`src/rtl/gray_sobel_pkg.sv`:
```
// rtl/gray_sobel_pkg.sv - shared pixel/window types and default image geometry
package gray_sobel_pkg;
    localparam int MAX_PIXEL_BITS = 8;
    localparam int IMG_WIDTH      = 16;
    localparam int IMG_HEIGHT     = 16;

    typedef logic [MAX_PIXEL_BITS-1:0] pixel_t;
    typedef pixel_t [8:0]              window_t;
endpackage

```
`src/rtl/px_line_buffer.sv`:
```
// rtl/px_line_buffer.sv - enable-gated pixel delay line of DEPTH stages
module px_line_buffer
    import gray_sobel_pkg::*;
#(
    parameter int DEPTH = gray_sobel_pkg::IMG_WIDTH
) (
    input  logic   clk_i,
    input  logic   reset_i,
    input  logic   en_i,
    input  pixel_t pixel_i,
    output pixel_t pixel_o
);
    pixel_t [DEPTH-1:0] sr_q;
    pixel_t [DEPTH-1:0] sr_d;

    always_comb begin
        sr_d = sr_q;
        if (en_i) begin
            sr_d = {sr_q[DEPTH-2:0], pixel_i};
        end
    end

    always_ff @(posedge clk_i) begin
        if (reset_i) begin
            sr_q <= '0;
        end else begin
            sr_q <= sr_d;
        end
    end

    assign pixel_o = sr_q[DEPTH-1];
endmodule

```
`src/rtl/px_window_3x3.sv`:
```
// rtl/px_window_3x3.sv - streaming 3x3 window generator with frame position tracking
module px_window_3x3
    import gray_sobel_pkg::*;
#(
    parameter int IMG_WIDTH  = gray_sobel_pkg::IMG_WIDTH,
    parameter int IMG_HEIGHT = gray_sobel_pkg::IMG_HEIGHT
) (
    input  logic                        clk_i,
    input  logic                        reset_i,
    input  logic                        start_i,
    input  logic                        px_rdy_i,
    input  logic [MAX_PIXEL_BITS-1:0]   in_pixel_i,
    output logic [9*MAX_PIXEL_BITS-1:0] window_o,
    output logic                        window_valid_o,
    output logic                        frame_done_o,
    output logic                        busy_o
);
    localparam int COL_W = $clog2(IMG_WIDTH);
    localparam int ROW_W = $clog2(IMG_HEIGHT);

    logic [COL_W-1:0] col_q, col_d, col_cur;
    logic [ROW_W-1:0] row_q, row_d, row_cur;
    logic             busy_q, busy_d;
    logic             valid_q, valid_d;
    logic             done_q, done_d;
    logic             accept, last_px, emit;
    window_t          win_q, win_d, win_o_q, win_o_d;
    pixel_t           lb0_out, lb1_out;

    px_line_buffer #(.DEPTH(IMG_WIDTH)) u_lb0 (
        .clk_i   (clk_i),
        .reset_i (reset_i),
        .en_i    (accept),
        .pixel_i (in_pixel_i),
        .pixel_o (lb0_out)
    );

    px_line_buffer #(.DEPTH(IMG_WIDTH)) u_lb1 (
        .clk_i   (clk_i),
        .reset_i (reset_i),
        .en_i    (accept),
        .pixel_i (lb0_out),
        .pixel_o (lb1_out)
    );

    // start_i wins: the strobed pixel of a start cycle is treated as (0,0).
    always_comb begin
        accept  = px_rdy_i && (busy_q || start_i);
        col_cur = start_i ? '0 : col_q;
        row_cur = start_i ? '0 : row_q;
        last_px = (col_cur == COL_W'(IMG_WIDTH - 1)) && (row_cur == ROW_W'(IMG_HEIGHT - 1));
        emit    = accept && (row_cur >= ROW_W'(2)) && (col_cur >= COL_W'(2));

        col_d  = col_cur;
        row_d  = row_cur;
        busy_d = busy_q || start_i;
        if (accept) begin
            if (last_px) begin
                col_d  = '0;
                row_d  = '0;
                busy_d = 1'b0;
            end else if (col_cur == COL_W'(IMG_WIDTH - 1)) begin
                col_d = '0;
                row_d = row_cur + ROW_W'(1);
            end else begin
                col_d = col_cur + COL_W'(1);
            end
        end
        valid_d = emit;
        done_d  = accept && last_px;
    end

    always_comb begin
        win_d = win_q;
        if (accept) begin
            for (int r = 0; r < 3; r++) begin
                win_d[3*r]     = win_q[3*r + 1];
                win_d[3*r + 1] = win_q[3*r + 2];
            end
            win_d[2] = lb1_out;
            win_d[5] = lb0_out;
            win_d[8] = in_pixel_i;
        end
        win_o_d = emit ? win_d : win_o_q;
    end

    always_ff @(posedge clk_i) begin
        if (reset_i) begin
            col_q   <= '0;
            row_q   <= '0;
            busy_q  <= 1'b0;
            valid_q <= 1'b0;
            done_q  <= 1'b0;
            win_q   <= '0;
            win_o_q <= '0;
        end else begin
            col_q   <= col_d;
            row_q   <= row_d;
            busy_q  <= busy_d;
            valid_q <= valid_d;
            done_q  <= done_d;
            win_q   <= win_d;
            win_o_q <= win_o_d;
        end
    end

    assign window_o       = win_o_q;
    assign window_valid_o = valid_q;
    assign frame_done_o   = done_q;
    assign busy_o         = busy_q;
endmodule

```
`config.mk`:
```
export PLATFORM = sky130hd
export DESIGN_NAME = px_window_3x3
export DESIGN_NICKNAME = d
export VERILOG_FILES = /design/src/rtl/gray_sobel_pkg.sv /design/src/rtl/px_line_buffer.sv /design/src/rtl/px_window_3x3.sv
export SDC_FILE = /design/constraint.sdc
export NUM_CORES = 1
export LEC_CHECK = 0
export CORE_AREA = 4 4 131 258
export CTS_CLUSTER_DIAMETER = 200
export DETAILED_ROUTE_END_ITERATION = 10
export DIE_AREA = 0 0 135 262
export HOLD_SLACK_MARGIN = 0.03
export SETUP_SLACK_MARGIN = 0.15
export SLEW_MARGIN = 20
export SYNTH_ARGS = -nofsm -noshare
export SYNTH_HDL_FRONTEND = slang
export SYNTH_SLANG_ARGS = --single-unit
```
`constraint.sdc`:
```
create_clock -name clk_i -period 4.4 [get_ports clk_i]
set_clock_uncertainty 0.1 [all_clocks]
set_input_delay 0.88 -clock clk_i [delete_from_list [all_inputs] [get_ports clk_i]]
set_output_delay 0.88 -clock clk_i [all_outputs]
set_load 0.02 [all_outputs]
```
After elaboration in Yosys (flattened, before gate mapping)
Index checks and enable logic that the tools add are counted.
{ "classes": {"n_eq_ne": 2, "addsub": 2, "n_mux": 11, "n_lt_le_gt_ge": 2, "n_reduce_logical": 6} }
{ "ops": {"columns": ["cell", "count"], "rows": [
  ["two-way mux 72 bit", 1],
  ["two-way mux 4 bit", 8],
  ["adder 4 x 1 -> 4 bit (second input constant)", 2],
  ["equality test 4 bit (second input constant)", 2],
  ["greater-or-equal comparator 4 x 2 -> 1 bit (second input constant)", 2],
  ["logical AND 1 bit", 5],
  ["two-way mux 1 bit", 2],
  ["logical OR 1 bit", 1]
]} }
{ "word_totals": {"word_cells": 78, "regBits": 411, "out_inout_bits": 75, "inputBits": 12} }

Logic depth before layout (Yosys ltp)
{ "logic_depth": {"depth_word": 5, "mapped_depth": 8, "ltp_nobuf": 6} }

Hierarchy
A second synthesis with hierarchy kept.
{ "unflattened": {"hier_cells": 1452, "hier_area_um2": 15424.8} }
{ "by_module_without_submodules": {"columns": ["module", "n_inst", "cells_per_inst", "area_per_inst_um2", "seq_area_each_um2"], "rows": [
  ["px_line_buffer", 2, 420, 4712.0, 2562.5],
  ["px_window_3x3", 1, 612, 6000.8, 3103.0]
]} }

Least setup slack after synthesis
Ideal clock, no wire load.
{ "synth_timing": {"path_type": "input to register", "from": "in start_i", "to": "reg row_q[3]", "arrival_ps": 2341, "path_buffers": 1, "path_stages": 7, "required_ps": 4214, "setup_slack_ps": 1873, "cell_sequence": "clkbuf_1 -> nand2b_1 -> inv_2 -> ha_1 -> nand4_1 -> or4_1 -> a211oi_1"} }
{ "synth_via": {"elab_chain_len": 5, "elab_cells_between_ends": 11, "cone_classes": "add/sub: 1; eq/ne: 2; mux: 5; reduce/logical: 3"} }
{ "synth_rtl": {"columns": ["element", "line_no", "text"], "rows": [
  ["start, declared", "px_window_3x3.sv:10", "input logic start_i,"],
  ["two-way mux 4 bit (on tied branches)", "px_window_3x3.sv:50, px_window_3x3.sv:49", null],
  ["adder 4 x 1 -> 4 bit, or another cell as far along", "px_window_3x3.sv:64", "row_d = row_cur + ROW_W'(1);"],
  ["two-way mux 4 bit or logical AND 1 bit (tied branches)", "px_window_3x3.sv:62, px_window_3x3.sv:51", null],
  ["two-way mux 4 bit", "px_window_3x3.sv:58", "if (last_px) begin"],
  ["two-way mux 4 bit *", "px_window_3x3.sv:57", "if (accept) begin"],
  ["end signal, assigned", "px_window_3x3.sv:98", "row_q <= row_d;"],
  ["end, declared", "px_window_3x3.sv:22", "logic [ROW_W-1:0] row_q, row_d, row_cur;"]
]} }
Mark *: on every way between the ends. The rest lies on a longest branch, timed or not.
A chain may end at the register's enable or synchronous reset.

Worst setup path after layout
{ "layout_timing": {"from": "in start_i", "to": "reg win_o_q (netlist bit window_o[46])"} }
{ "layout_via": {"elab_chain_len": 4, "elab_cells_between_ends": 9, "cone_classes": "order compare: 2; mux: 3; reduce/logical: 4"} }
{ "layout_rtl": {"columns": ["element", "line_no", "text"], "rows": [
  ["two-way mux 4 bit or logical OR 1 bit (tied branches)", "px_window_3x3.sv:50, px_window_3x3.sv:48", null],
  ["greater-or-equal comparator 4 x 2 -> 1 bit or logical AND 1 bit (tied branches)", "px_window_3x3.sv:52, px_window_3x3.sv:48", null],
  ["logical AND 1 bit (2 in series)", "px_window_3x3.sv:52", "emit = accept && (row_cur >= ROW_W'(2)) && (col_cur >= COL_W'(2));"],
  ["end signal, assigned", "px_window_3x3.sv:103", "win_o_q <= win_o_d;"],
  ["end, declared", "px_window_3x3.sv:27", "window_t win_q, win_d, win_o_q, win_o_d;"]
]} }
Several ways; a longest one is shown, not always the timed one.

==> run metrics <==
hold buffer count at CTS 0; worst reg2reg setup slack between 2 and 2.5 ns; max cap viols 0; Final Total Pwr 6.60 mW; CP Max Fanout 22; crit-path leading delay family buffers and inverters; Area Growth Syn to Fin 14.5%; Slew Limit Fails 0; die area about 35,000 um^2; CP max stage cell clkdlybuf4s50_1; Avg Cell Area, Syn 8.35 um^2; grt total ovfl 0; post-layout minimum cycle time 2.99 ns; per-cell routed wire length around 13 um; number of flops mapped to enable cells by yosys 0; Register-to-Register Path Depth 6; Worst-Skew Late Latency roughly 0.51 ns; register area share after synthesis ~55%; Fin Hold WS ~0.35 ns; Synth Cell Area 14,100 um^2; Worst-path clk slew approximately 0.060 ns; largest net degree at the start of global routing 215; Fillers about 3,100; number of synthesized register bits 387; I/O pin count 87; placed cell count around 2,100; Total Nets Final ~1,700; Slew headroom around a third; ANT cells 0; initial antenna violation count 0; die height around 260 um; Std-Cell Rows between 90 and 100; Worst Path Buf+Inv 2; via density per instance 4.90; drt pass-1 iters 5; Initial Utilization 44.6%; Non-Filler Instances 2,142; drt drc 0; gpl congestion ~0.73; Max Fclk around 0.33 GHz; Finished Core Util roughly 51%; via count ~10,000; GR Util All Layers ~15%; largest cells by area after synthesis dfxtp_1 (55%), nand2_1 (16%), a21oi_1 (11%); chip width ~140 um; share of cells above drive strength 1 4.07%; CTS Root Cell clkbuf_16; H-tree Lvls 2; Worst EP arrival around 3.3 ns; CTS Buf Count 34; first-pass GRT wire length 46,400 um; Worst Path Required 4.73 ns; Synth top area share between 50% and 60%; worst ir drop on vdd approximately 220 uV; RR Startpoint col_q[1]; Worst R2R End window_o[46]; Initial DRC Count 704; unrepaired setup endpoints after global routing false; count of final setup violators 0; Lkg Pwr between 5 and 6 nW; outcome complete, no violations; CP Launch Type primary input; postcts setup bufs 0; post-synth cell types 35; Final Hold Viols 0; CP endpoint kind flip-flop; slowest stage delay, CP approximately 0.69 ns; final worst-path cycle share about two thirds; Yosys top cell by area dfxtp_1; min-delay src u_lb0.sr_q[109]; Post-synth ARST share 0%; CTS sink cnt 387; post-synthesis cell count between 1,500 and 2,000; Tightest Pin Transition just over 1 ns; Cell Pwr Density just over 400 nW/um^2; dpl hpwl ~17,000 um; Commonest cells post-synth nand2_1 (593), dfxtp_1 (387), a21oi_1 (308); Placeable Area around 32,000 um^2; min-delay worst type flip-flop to flip-flop; count leader, synth nand2_1; Hold Path Cell Cnt 2; WS Path Type primary input to flip-flop; Final TNS setup 0 ns; TritonCTS clock tree built; syn_nets between 1,500 and 2,000; port bufs 86; Total Routed Length around 28,000 um; vias in the first global route around 9,500; Min-Delay Endpoint u_lb0.sr_q[117]; Warnings, synthesis 0; Final ANT Viol Nets 0; post-cts sizing count 0; ys flop type dfxtp_1; crit-path cells clkdlybuf4s50_1 > nor2b_1 > ha_1 > nor4_1 > nor4_2 > buf_4 > mux2i_1; CTS max path bufs 3
[worst reg2reg max path, stage by stage, from the launching register on]
cell and delay, ns:
dfxtp_1 0.35, nor2b_1 0.25, ha_1 0.21, nor4_1 0.06, nor4_2 0.43, buf_4 0.43, mux2i_1 0.27
[area by class of cell]
cell class / count / area (um^2) / share of cell area (%)
inverter: 5 / 18.8 / 0.116
clock buffer: 49 / 958 / 5.93
clock inverter: 7 / 68.8 / 0.425
sequential: 387 / 7750 / 47.9
tap: 423 / 529 / 3.27
timing repair buffer: 105 / 1100 / 6.78
multi-input combinational: 1166 / 5750 / 35.6
[logic make-up (layout without fill, tap and decap cells)]
logic type               count (synthesis)  after routing  share of synthesized area [%]
multiplexers                            72             72                           5.10
XOR/XNOR                                 1              1                         0.0620
AND/OR/NAND/NOR                        768            768                           23.5
buffers and inverters                  138            166                           4.56
adder cells (fa/ha/maj)                  4              4                          0.354
flip-flops                             387            387                           54.8
AO/OA/AOI/OAI                          321            321                           11.6
[power by group]
part | internal, mW | switching [mW]
combinational | 0.0642 | 0.191
clock | 1.57 | 1.25
sequential | 3.52 | 0.00989
total | 5.15 | 1.45
[registers in the layout (all words and copies together), names as in the netlist, 4 cells and up]
signal         count
u_lb1.sr_q       120
row_q              4
window_o          72
win_q             48
u_lb0.sr_q       120
u_lb1.pixel_o      8
u_lb0.pixel_o      8
col_q              4
[metal layers]
layer | share of wire, % | global-route usage (%) | vias to the layer above
met5 | 0 | 0 | -
met2 | 52 | 27.7 | 137
met1 | 43 | 18.8 | 4883
li1 | - | - | 5437
met4 | 2.2 | 4.71 | 0
met3 | 3.1 | 2.13 | 38
[through the flow]
step	instance area, um^2	setup slack, ns
after floorplan	14100	1.87
after global placement	15100	1.00
after detailed placement	15100	0.923
after CTS	16200	1.42
after global routing	16200	1.26
final	16200	1.41
[worst max path at each step]
stage,from,endpoint,slack (ns),cells past startpoint
after floorplan,start_i,row_q[3],1.87,7
after global placement,start_i,window_o[37],1.00,7
after detailed placement,start_i,window_o[46],0.92,7
after CTS,start_i,window_o[46],1.42,7
after global routing,start_i,window_o[46],1.26,7
final,start_i,window_o[46],1.41,7
[cells in the final DEF (no fill, tap or decap), types with 2 or more instances in the layout]
master	count
buf_12	7
nor4_1	4
nor3_1	3
clkbuf_16	35
clkinv_2	3
inv_1	4
nand3_1	4
nand4b_1	2
clkbuf_8	3
nand2_1	593
dfxtp_1	387
or3_1	2
nand2b_1	148
o21ai_0	3
nor2_1	2
ha_1	4
clkinvlp_4	2
buf_4	12
nor2b_1	4
clkdlybuf4s50_1	85
a211oi_1	3
clkbuf_1	11
mux2i_1	72
a21oi_1	308
(Power assumes the default switching activity.)
